[config.mk]
export PLATFORM = sky130hd
export DESIGN_NAME = ex_issue_buf
export DESIGN_NICKNAME = d
export VERILOG_FILES = /design/src/rtl/ex_issue_pkg.sv /design/src/rtl/ex_issue_slot.sv /design/src/rtl/ex_issue_buf.sv
export SDC_FILE = /design/constraint.sdc
export NUM_CORES = 1
export LEC_CHECK = 0
export BUFFER_PORTS_ARGS = -buffer_cell sky130_fd_sc_hd__buf_2
export CELL_PAD_IN_SITES_DETAIL_PLACEMENT = 1
export CELL_PAD_IN_SITES_GLOBAL_PLACEMENT = 1
export CORE_ASPECT_RATIO = 0.75
export CORE_MARGIN = 10
export CORE_UTILIZATION = 38
export CTS_CLUSTER_DIAMETER = 30
export DETAILED_ROUTE_END_ITERATION = 16
export GPL_TIMING_DRIVEN = 0
export HOLD_SLACK_MARGIN = 0.1
export PLACE_DENSITY_LB_ADDON = 0.25
export SYNTH_ARGS = -nofsm -noshare
export SYNTH_HDL_FRONTEND = slang
export SYNTH_HIERARCHICAL = 1
export SYNTH_SLANG_ARGS = --single-unit
[constraint.sdc]
create_clock -name clk -period 2.3 [get_ports clk]
set_clock_uncertainty 0.1 [all_clocks]
set_input_delay 0.115 -clock clk [delete_from_list [all_inputs] [get_ports clk]]
set_output_delay 0.115 -clock clk [all_outputs]
set_load 0.02 [all_outputs]
[src/rtl/ex_issue_pkg.sv]
// Shared types for the decode-to-execute issue buffer.
// Optional feature macro: EX_ISSUE_SKID_EN (second skid slot, registered id_ready).
package ex_issue_pkg;

    localparam int ALU_OP_W  = 14;
    localparam int GPR_IDX_W = 5;
    localparam int XLEN      = 32;

    typedef struct packed {
        logic [ALU_OP_W-1:0]  alu_op;
        logic [XLEN-1:0]      src1;
        logic [XLEN-1:0]      src2;
        logic [GPR_IDX_W-1:0] rd;
        logic                 rf_we;
        logic [XLEN-1:0]      pc;
    } ex_issue_pkt_t;

    typedef enum logic [1:0] {
        EMPTY = 2'd0,
        ONE   = 2'd1,
        TWO   = 2'd2
    } ex_issue_state_e;

endpackage

[src/rtl/ex_issue_slot.sv]
// One payload register with a valid bit.
// Reset zeroes payload and valid; clear drops valid only and wins over load.
import ex_issue_pkg::*;

module ex_issue_slot (
    input  logic          clk,
    input  logic          rst,
    input  logic          i_clr,
    input  logic          i_ld,
    input  ex_issue_pkt_t i_d,
    output logic          o_vld,
    output ex_issue_pkt_t o_q
);

    logic          r_vld;
    ex_issue_pkt_t r_q;

    // Valid bit and payload; payload only changes on an effective load.
    always_ff @(posedge clk) begin
        if (rst) begin
            r_vld <= 1'b0;
            r_q   <= '0;
        end else begin
            if (i_clr) begin
                r_vld <= 1'b0;
            end else if (i_ld) begin
                r_vld <= 1'b1;
                r_q   <= i_d;
            end
        end
    end

    assign o_vld = r_vld;
    assign o_q   = r_q;

endmodule

[src/rtl/ex_issue_buf.sv]
// Decode-to-execute issue buffer (main slot plus optional skid slot).
// Define EX_ISSUE_SKID_EN for the two-slot build with a registered id_ready.
import ex_issue_pkg::*;

module ex_issue_buf #(
    parameter int DATA_W = 32,
    parameter int OP_W   = 14,
    parameter int REG_W  = 5
) (
    input  logic              clk,
    input  logic              rst,
    input  logic              flush,
    input  logic              id_valid,
    output logic              id_ready,
    input  logic [OP_W-1:0]   id_alu_op,
    input  logic [DATA_W-1:0] id_src1,
    input  logic [DATA_W-1:0] id_src2,
    input  logic [REG_W-1:0]  id_rd,
    input  logic              id_rf_we,
    input  logic [DATA_W-1:0] id_pc,
    output logic              ex_valid,
    input  logic              ex_ready,
    output logic [OP_W-1:0]   ex_alu_op,
    output logic [DATA_W-1:0] ex_src1,
    output logic [DATA_W-1:0] ex_src2,
    output logic [REG_W-1:0]  ex_rd,
    output logic              ex_rf_we,
    output logic [DATA_W-1:0] ex_pc
);

    ex_issue_state_e r_state;
    ex_issue_state_e w_state_nxt;

    ex_issue_pkt_t w_in_pkt;
    ex_issue_pkt_t w_main_d;
    ex_issue_pkt_t w_main_q;
    logic          w_main_vld;
    logic          w_main_ld;
    logic          w_main_clr;
    logic          w_accept;
    logic          w_issue;

`ifdef EX_ISSUE_SKID_EN
    ex_issue_pkt_t w_skid_q;
    logic          w_skid_vld;
    logic          w_skid_ld;
    logic          w_skid_clr;
`endif

    assign w_in_pkt.alu_op = id_alu_op;
    assign w_in_pkt.src1   = id_src1;
    assign w_in_pkt.src2   = id_src2;
    assign w_in_pkt.rd     = id_rd;
    assign w_in_pkt.rf_we  = id_rf_we;
    assign w_in_pkt.pc     = id_pc;

`ifdef EX_ISSUE_SKID_EN
    // Only full when both slots hold work, so ready never sees ex_ready.
    assign id_ready = (r_state != TWO);
`else
    // Single slot: room exists if empty or the head leaves this cycle.
    assign id_ready = !w_main_vld || ex_ready;
`endif

    assign ex_valid = w_main_vld;
    assign w_accept = id_valid && id_ready;
    assign w_issue  = w_main_vld && ex_ready;

    // Occupancy state register.
    always_ff @(posedge clk) begin
        if (rst) begin
            r_state <= EMPTY;
        end else begin
            r_state <= w_state_nxt;
        end
    end

    // Next-state and slot load selection; flush overrides every transition.
    always_comb begin
        w_state_nxt = r_state;
        w_main_ld   = 1'b0;
        w_main_d    = w_in_pkt;
`ifdef EX_ISSUE_SKID_EN
        w_skid_ld   = 1'b0;
`endif
        unique case (r_state)
            EMPTY: begin
                if (w_accept) begin
                    w_main_ld   = 1'b1;
                    w_state_nxt = ONE;
                end
            end
            ONE: begin
`ifdef EX_ISSUE_SKID_EN
                if (w_accept && w_issue) begin
                    w_main_ld = 1'b1;
                end else if (w_accept) begin
                    w_skid_ld   = 1'b1;
                    w_state_nxt = TWO;
                end else if (w_issue) begin
                    w_state_nxt = EMPTY;
                end
`else
                if (w_accept) begin
                    w_main_ld = 1'b1;
                end else if (w_issue) begin
                    w_state_nxt = EMPTY;
                end
`endif
            end
            TWO: begin
`ifdef EX_ISSUE_SKID_EN
                if (w_issue) begin
                    w_main_ld   = 1'b1;
                    w_main_d    = w_skid_q;
                    w_state_nxt = ONE;
                end
`else
                w_state_nxt = EMPTY;
`endif
            end
        endcase
        if (flush) begin
            w_state_nxt = EMPTY;
            w_main_ld   = 1'b0;
`ifdef EX_ISSUE_SKID_EN
            w_skid_ld   = 1'b0;
`endif
        end
    end

    assign w_main_clr = flush || (w_issue && !w_main_ld);

    ex_issue_slot u_main (
        .clk   (clk),
        .rst   (rst),
        .i_clr (w_main_clr),
        .i_ld  (w_main_ld),
        .i_d   (w_main_d),
        .o_vld (w_main_vld),
        .o_q   (w_main_q)
    );

`ifdef EX_ISSUE_SKID_EN
    assign w_skid_clr = flush || ((r_state == TWO) && w_issue);

    ex_issue_slot u_skid (
        .clk   (clk),
        .rst   (rst),
        .i_clr (w_skid_clr),
        .i_ld  (w_skid_ld),
        .i_d   (w_in_pkt),
        .o_vld (w_skid_vld),
        .o_q   (w_skid_q)
    );
`endif

    assign ex_alu_op = w_main_q.alu_op;
    assign ex_src1   = w_main_q.src1;
    assign ex_src2   = w_main_q.src2;
    assign ex_rd     = w_main_q.rd;
    assign ex_rf_we  = w_main_q.rf_we;
    assign ex_pc     = w_main_q.pc;

endmodule
* After elaboration in Yosys (flattened, before gate mapping) *
Index checks and enable logic that the tools add are counted.

word-level totals
  bits of input ports = 121
  logic and storage cells = 34
  register bits after elaboration = 119

operators by class
  reductions and logical operators = 13
  bitwise operators = 1
  mux-type cells = 7
  equal/unequal tests = 5

operators with widths
  operator                                                                count
  2-bit 2-to-1 mux                                                        3
  2-bit != test (second input constant)                                   3
  2-bit one-hot mux with 3 select lines                                   1
  2-bit OR reduction                                                      3
  1-bit logical AND                                                       3
  1-bit 2-to-1 mux                                                        3
  3-bit AND reduction                                                     1
  2-bit by 1-bit equality test with 1-bit output (second input constant)  1
  2-bit equality test (second input constant)                             1
  1-bit logical NOT                                                       2
  2-bit logical NOT                                                       1
  1-bit logical OR                                                        2
  2-bit AND reduction                                                     1
  1-bit inverter                                                          1

* Depth between registers and ports, before layout *
  depth in word-level cells = 11
  gate-level depth with buffers = 8

* Cells and area by module *
Netlist, hierarchy kept.

by module, submodules not included
  module         seq. area each (um2)  cells each  area each (um2)  instances
  ex_issue_slot  2342.2                533         5504.0           1
  ex_issue_buf   0.0                   4           33.8             1

* Worst setup path before layout *
Ideal clock, no wire load.

  kind = register to register
  from = register u_main.r_vld (netlist: u_main/o_vld)
  to = register u_main.r_q, in the netlist u_main/o_q[100]
  stages on the path, launching flop included = 9
  data arrival time = 1.557 ns
  setup slack = 0.576 ns
  period minus slack after synthesis = 1.724 ns
  library setup time = 0.067 ns
  cells stage by stage = dfxtp_1 nand2b_4 and3b_1 buf_6 nor2b_4 buf_6 buf_12 buf_12 o21ai_2

on the way
  word-level cells in the longest chain between the ends = 11
  elaborated cells on any way between the ends = 12
  those cells by class = mux: 3; bitwise: 1; reduce/logical: 8

ends and longest elaborated chain
  element                                 line                                     text
  from (decl)                             ex_issue_slot.sv:15                      logic r_vld;
  from (signal assigned)                  ex_issue_slot.sv:21                      r_vld <= 1'b0;
  from (signal assigned)                  ex_issue_slot.sv:25                      r_vld <= 1'b0;
  from (signal assigned)                  ex_issue_slot.sv:27                      r_vld <= 1'b1;
  1-bit logical NOT *                     ex_issue_buf.sv:62                       assign id_ready = !w_main_vld || ex_ready;
  1-bit logical OR *                      ex_issue_buf.sv:62
  via id_ready                            ex_issue_buf.sv:14                       output logic id_ready,
  1-bit logical AND *                     ex_issue_buf.sv:66                       assign w_accept = id_valid && id_ready;
  1-bit 2-to-1 mux *                      ex_issue_buf.sv:88, ex_issue_buf.sv:104
  1-bit 2-to-1 mux *                      --
  1-bit 2-to-1 mux *                      ex_issue_buf.sv:123                      if (flush) begin
  via w_main_ld                           ex_issue_buf.sv:38                       logic w_main_ld;
  1-bit logical NOT                       ex_issue_buf.sv:132                      assign w_main_clr = flush || (w_issue && !w_main_ld);
  1-bit logical AND                       ex_issue_buf.sv:132
  1-bit logical OR                        ex_issue_buf.sv:132
  1-bit inverter (no source line)         --
  2-bit AND reduction (no source line) *  --
  to (signal assigned)                    ex_issue_slot.sv:28                      r_q <= i_d;
  to (decl)                               ex_issue_slot.sv:16                      ex_issue_pkt_t r_q;

Mark *: on every way through the listed nets, which the timed path passes. The rest lies on a longest branch.
A chain may end at the register's enable or synchronous reset.

* Final worst setup path *
  from = register u_main.r_vld (netlist: u_main/o_vld)
  to = register u_main.r_q, in the netlist u_main/o_q[76]

on the way
  word-level cells in the longest chain between the ends = 11
  elaborated cells on any way between the ends = 12
  those cells by class = mux: 3; bitwise: 1; reduce/logical: 8

ends and longest elaborated chain
  element                                 line                                     text
  1-bit logical NOT                       ex_issue_buf.sv:62
  1-bit logical OR                        ex_issue_buf.sv:62
  1-bit logical AND                       ex_issue_buf.sv:66
  1-bit 2-to-1 mux                        ex_issue_buf.sv:88, ex_issue_buf.sv:104
  1-bit 2-to-1 mux                        --
  1-bit 2-to-1 mux                        ex_issue_buf.sv:123
  1-bit logical NOT                       ex_issue_buf.sv:132
  1-bit logical AND *                     ex_issue_buf.sv:132
  1-bit logical OR *                      ex_issue_buf.sv:132
  via w_main_clr                          ex_issue_buf.sv:39                       logic w_main_clr;
  1-bit inverter (no source line) *       --
  2-bit AND reduction (no source line) *  --

Marks and branches as above.

==> results.sh <==
export IMPL_status="finished clean"
export IMPL_crit_path_end_kind="flip-flop"
export IMPL_dp_hpwl_mm=15.36
export IMPL_fin_tns_setup_ps=0
export IMPL_dieArea_um2=19850
export IMPL_cap_violations=0
export IMPL_clkTransAtPathRegs_ps=50
export IMPL_crit_required_ps=2490
export IMPL_dr_pass1_iters=4
export IMPL_ctsRootBufferMaster="clkbuf_16"
export IMPL_start_util_pct=38.57
export IMPL_antenna_found_initial=7
export IMPL_place_congestion=0.7927
export IMPL_fmax_ghz=0.5017
export IMPL_coreArea_um2=14360
export IMPL_start_kind="flip-flop"
export IMPL_p_leak_nw=3.678
export IMPL_netlist_area_um2=5538
export IMPL_hold_viol=0
export IMPL_htreeDepth=4
export IMPL_cellPowerDensity_nw_per_um2=651.5
export IMPL_num_vias=5688
export IMPL_grt_pass1_vias=6509
export IMPL_r2r_setup_slack_ps=310
export IMPL_p_seq_share_pct=37.6
export IMPL_power_share_clock_pct=47.4
export IMPL_areaGrowthSynthToFinish_pct=57.89
export IMPL_fillCellCount=1662
export IMPL_viasPerCell=5.043
export IMPL_ant_nets=0
export IMPL_seq_area_um2=2342
export IMPL_hold_class="input pin to flip-flop"
export IMPL_synth_seq_cells=117
export IMPL_netlist_cell_type_count=20
export IMPL_cts_sinks=117
export IMPL_postCtsSetupRepairBufs=0
export IMPL_clock_latency_ps=390
export IMPL_wl_mm=24.16
export IMPL_drtIter0Drc=297
export IMPL_fp_row_count=38
export IMPL_io_pins=239
export IMPL_finalSetupViolations=0
export IMPL_path_class="flip-flop to flip-flop"
export IMPL_overflow=0
export IMPL_period_minus_slack_ps=1993
export IMPL_syn_avg_cell_area_um2=10.31
export IMPL_ir_drop_v=0.0004622
export IMPL_multi_input_area_um2=2819
export IMPL_grt_pass1_wl_mm=37.88
export IMPL_drc=0
export IMPL_yosysSeqAreaShare_pct=42.30
export IMPL_slew_limit_headroom_pct=64.00
export IMPL_routedWlPerCell_um=21.41
export IMPL_grt_max_degree=17
export IMPL_die_height_um=124.5
export IMPL_tightest_slew_ps=539.9
export IMPL_cts_buffers=17
export IMPL_timing_final_crit_share_pct=86.67
export IMPL_syn_nets=658
export IMPL_arrival_ps=2180
export IMPL_dp_cells=974
export IMPL_intPower_mw=4.275
export IMPL_yosysWarnings=6
export IMPL_finalCoreUtilization_pct=60.89
export IMPL_power_switching_mw=1.421
export IMPL_swShare_pct=24.95
export IMPL_pwr_share_comb_pct=15.0
export IMPL_slew_violations=0
export IMPL_crit_fanout=10
export IMPL_track_usage_pct=23.60
export IMPL_rsz0062_at_grt="false"
export IMPL_clock_path_buffers=2
export IMPL_die_width_um=159.4
export IMPL_netlist_instances=537
export IMPL_instances_no_fill=1128
export IMPL_port_buffers=237
export IMPL_nNetsFinal=1030
export IMPL_drive_above_1_share_pct=35.83
export IMPL_cts_tree="yes"
==> final timing paths <==
kind,start,depth (start not counted),to
hold / removal,rst,3,u_main/o_vld
hold reg to reg,u_main/o_q[33],2,u_main/o_q[33]
setup / recovery,u_main/o_vld,7,u_main/o_q[76]
setup reg to reg,u_main/o_vld,7,u_main/o_q[76]
==> per-layer routing <==
layer | track usage (%) | up-vias | part of all wire, %
met5 | 0 | - | 0
met4 | 10.17 | 0 | 3.4
met3 | 7.232 | 46 | 5.6
met2 | 41.63 | 184 | 51
met1 | 25.67 | 2761 | 40
li1 | - | 2697 | -
==> sequential cells by signal, indices dropped and copies added, names as in the netlist <==
register	cells
u_main/o_vld	1
u_main/o_q	116
==> kinds of logic after synthesis <==
| kind of cell | count (synthesis) | share of synthesized area (%) |
|---|---|---|
| DFF | 117 | 42.30 |
| buffers and inverters | 65 | 6.801 |
| AOI/OAI and AO/OA | 117 | 13.33 |
| and+or+nand+nor | 238 | 37.57 |
==> power groups by stage <==
stage	Sequential, mW	Combinational [mW]	Clock, mW
after floorplan	2.26	0.303	0
after CTS	2.14	0.833	2.72
after global routing	2.15	0.909	2.85
after detailed placement	2.18	0.672	0
after global placement	2.18	0.653	0
final	2.14	0.852	2.70
==> Yosys cell counts <==
library cell  count  share of area [%]
nor2_1            1              0.068
buf_6             4               0.81
dfxtp_1         117                 42
and3b_1           1               0.16
buf_4             2               0.27
clkbuf_2          7               0.63
nor3_1            1              0.090
o21ai_0          46                4.2
nor2b_4           1               0.25
nand2_1           1              0.068
nand2b_1        116                 13
o21bai_1          1               0.14
buf_12            5                1.8
clkbuf_1         41                2.8
o21ai_1          30                2.7
nand2b_4          1               0.25
nand4bb_1       116                 24
buf_1             2               0.14
o21ai_2          40                6.3
buf_2             4               0.36
==> layout make-up <==
cell class              instances  area share (%)
multi-input cells             355           32.24
repair buffers                353           26.85
flip-flops and latches        117           26.79
clock buffers                  21           5.266
plain buffers                  65           4.307
well taps                     200           2.862
clock inverters                10           1.488
diodes                          7          0.2003
==> cells in the final DEF, fill, tap and decap left out, types with 2 or more instances in the layout <==
cell	Yosys	routed
buf_2	4	241
dfxtp_1	117	117
dlygate4sd3_1	0	116
nand2b_1	116	116
nand4bb_1	116	116
o21ai_0	46	46
clkbuf_1	41	43
o21ai_2	40	40
o21ai_1	30	30
clkbuf_16	0	17
diode_2	0	7
clkbuf_2	7	7
clkinv_2	0	5
buf_12	5	5
buf_6	4	4
bufinv_16	0	3
clkinvlp_4	0	2
clkbuf_8	0	2
buf_4	2	2
buf_1	2	2
==> through the flow <==
stage | total power, mW | area [µm²] | worst slack [ps] | hold slack [ps]
floorplan | 2.566 | 5538 | 575.6 | 183.5
global placement | 2.831 | 6974 | 393.6 | 271.6
detailed placement | 2.854 | 6974 | 346.5 | 287.3
CTS | 5.690 | 8726 | 339.0 | 237.1
global route | 5.903 | 8743 | 178.1 | 322.1
finish | 5.696 | 8743 | 306.7 | 240.8
==> what timing repair did <==
| action | in CTS | in global routing |
|---|---|---|
| hold buffers | 116 | 0 |
| resized for setup | 0 | 0 |
| hold endpoints to repair | 116 | 0 |
==> worst max-delay path, stage by stage (launching register included) <==
cell	delay (ps)
dfxtp_1	440
nand2_1	90
o21bai_1	180
buf_4	240
buf_4	200
clkbuf_1	340
nand4bb_1	220
o21ai_2	70
Power figures use the tool's default switching activity.
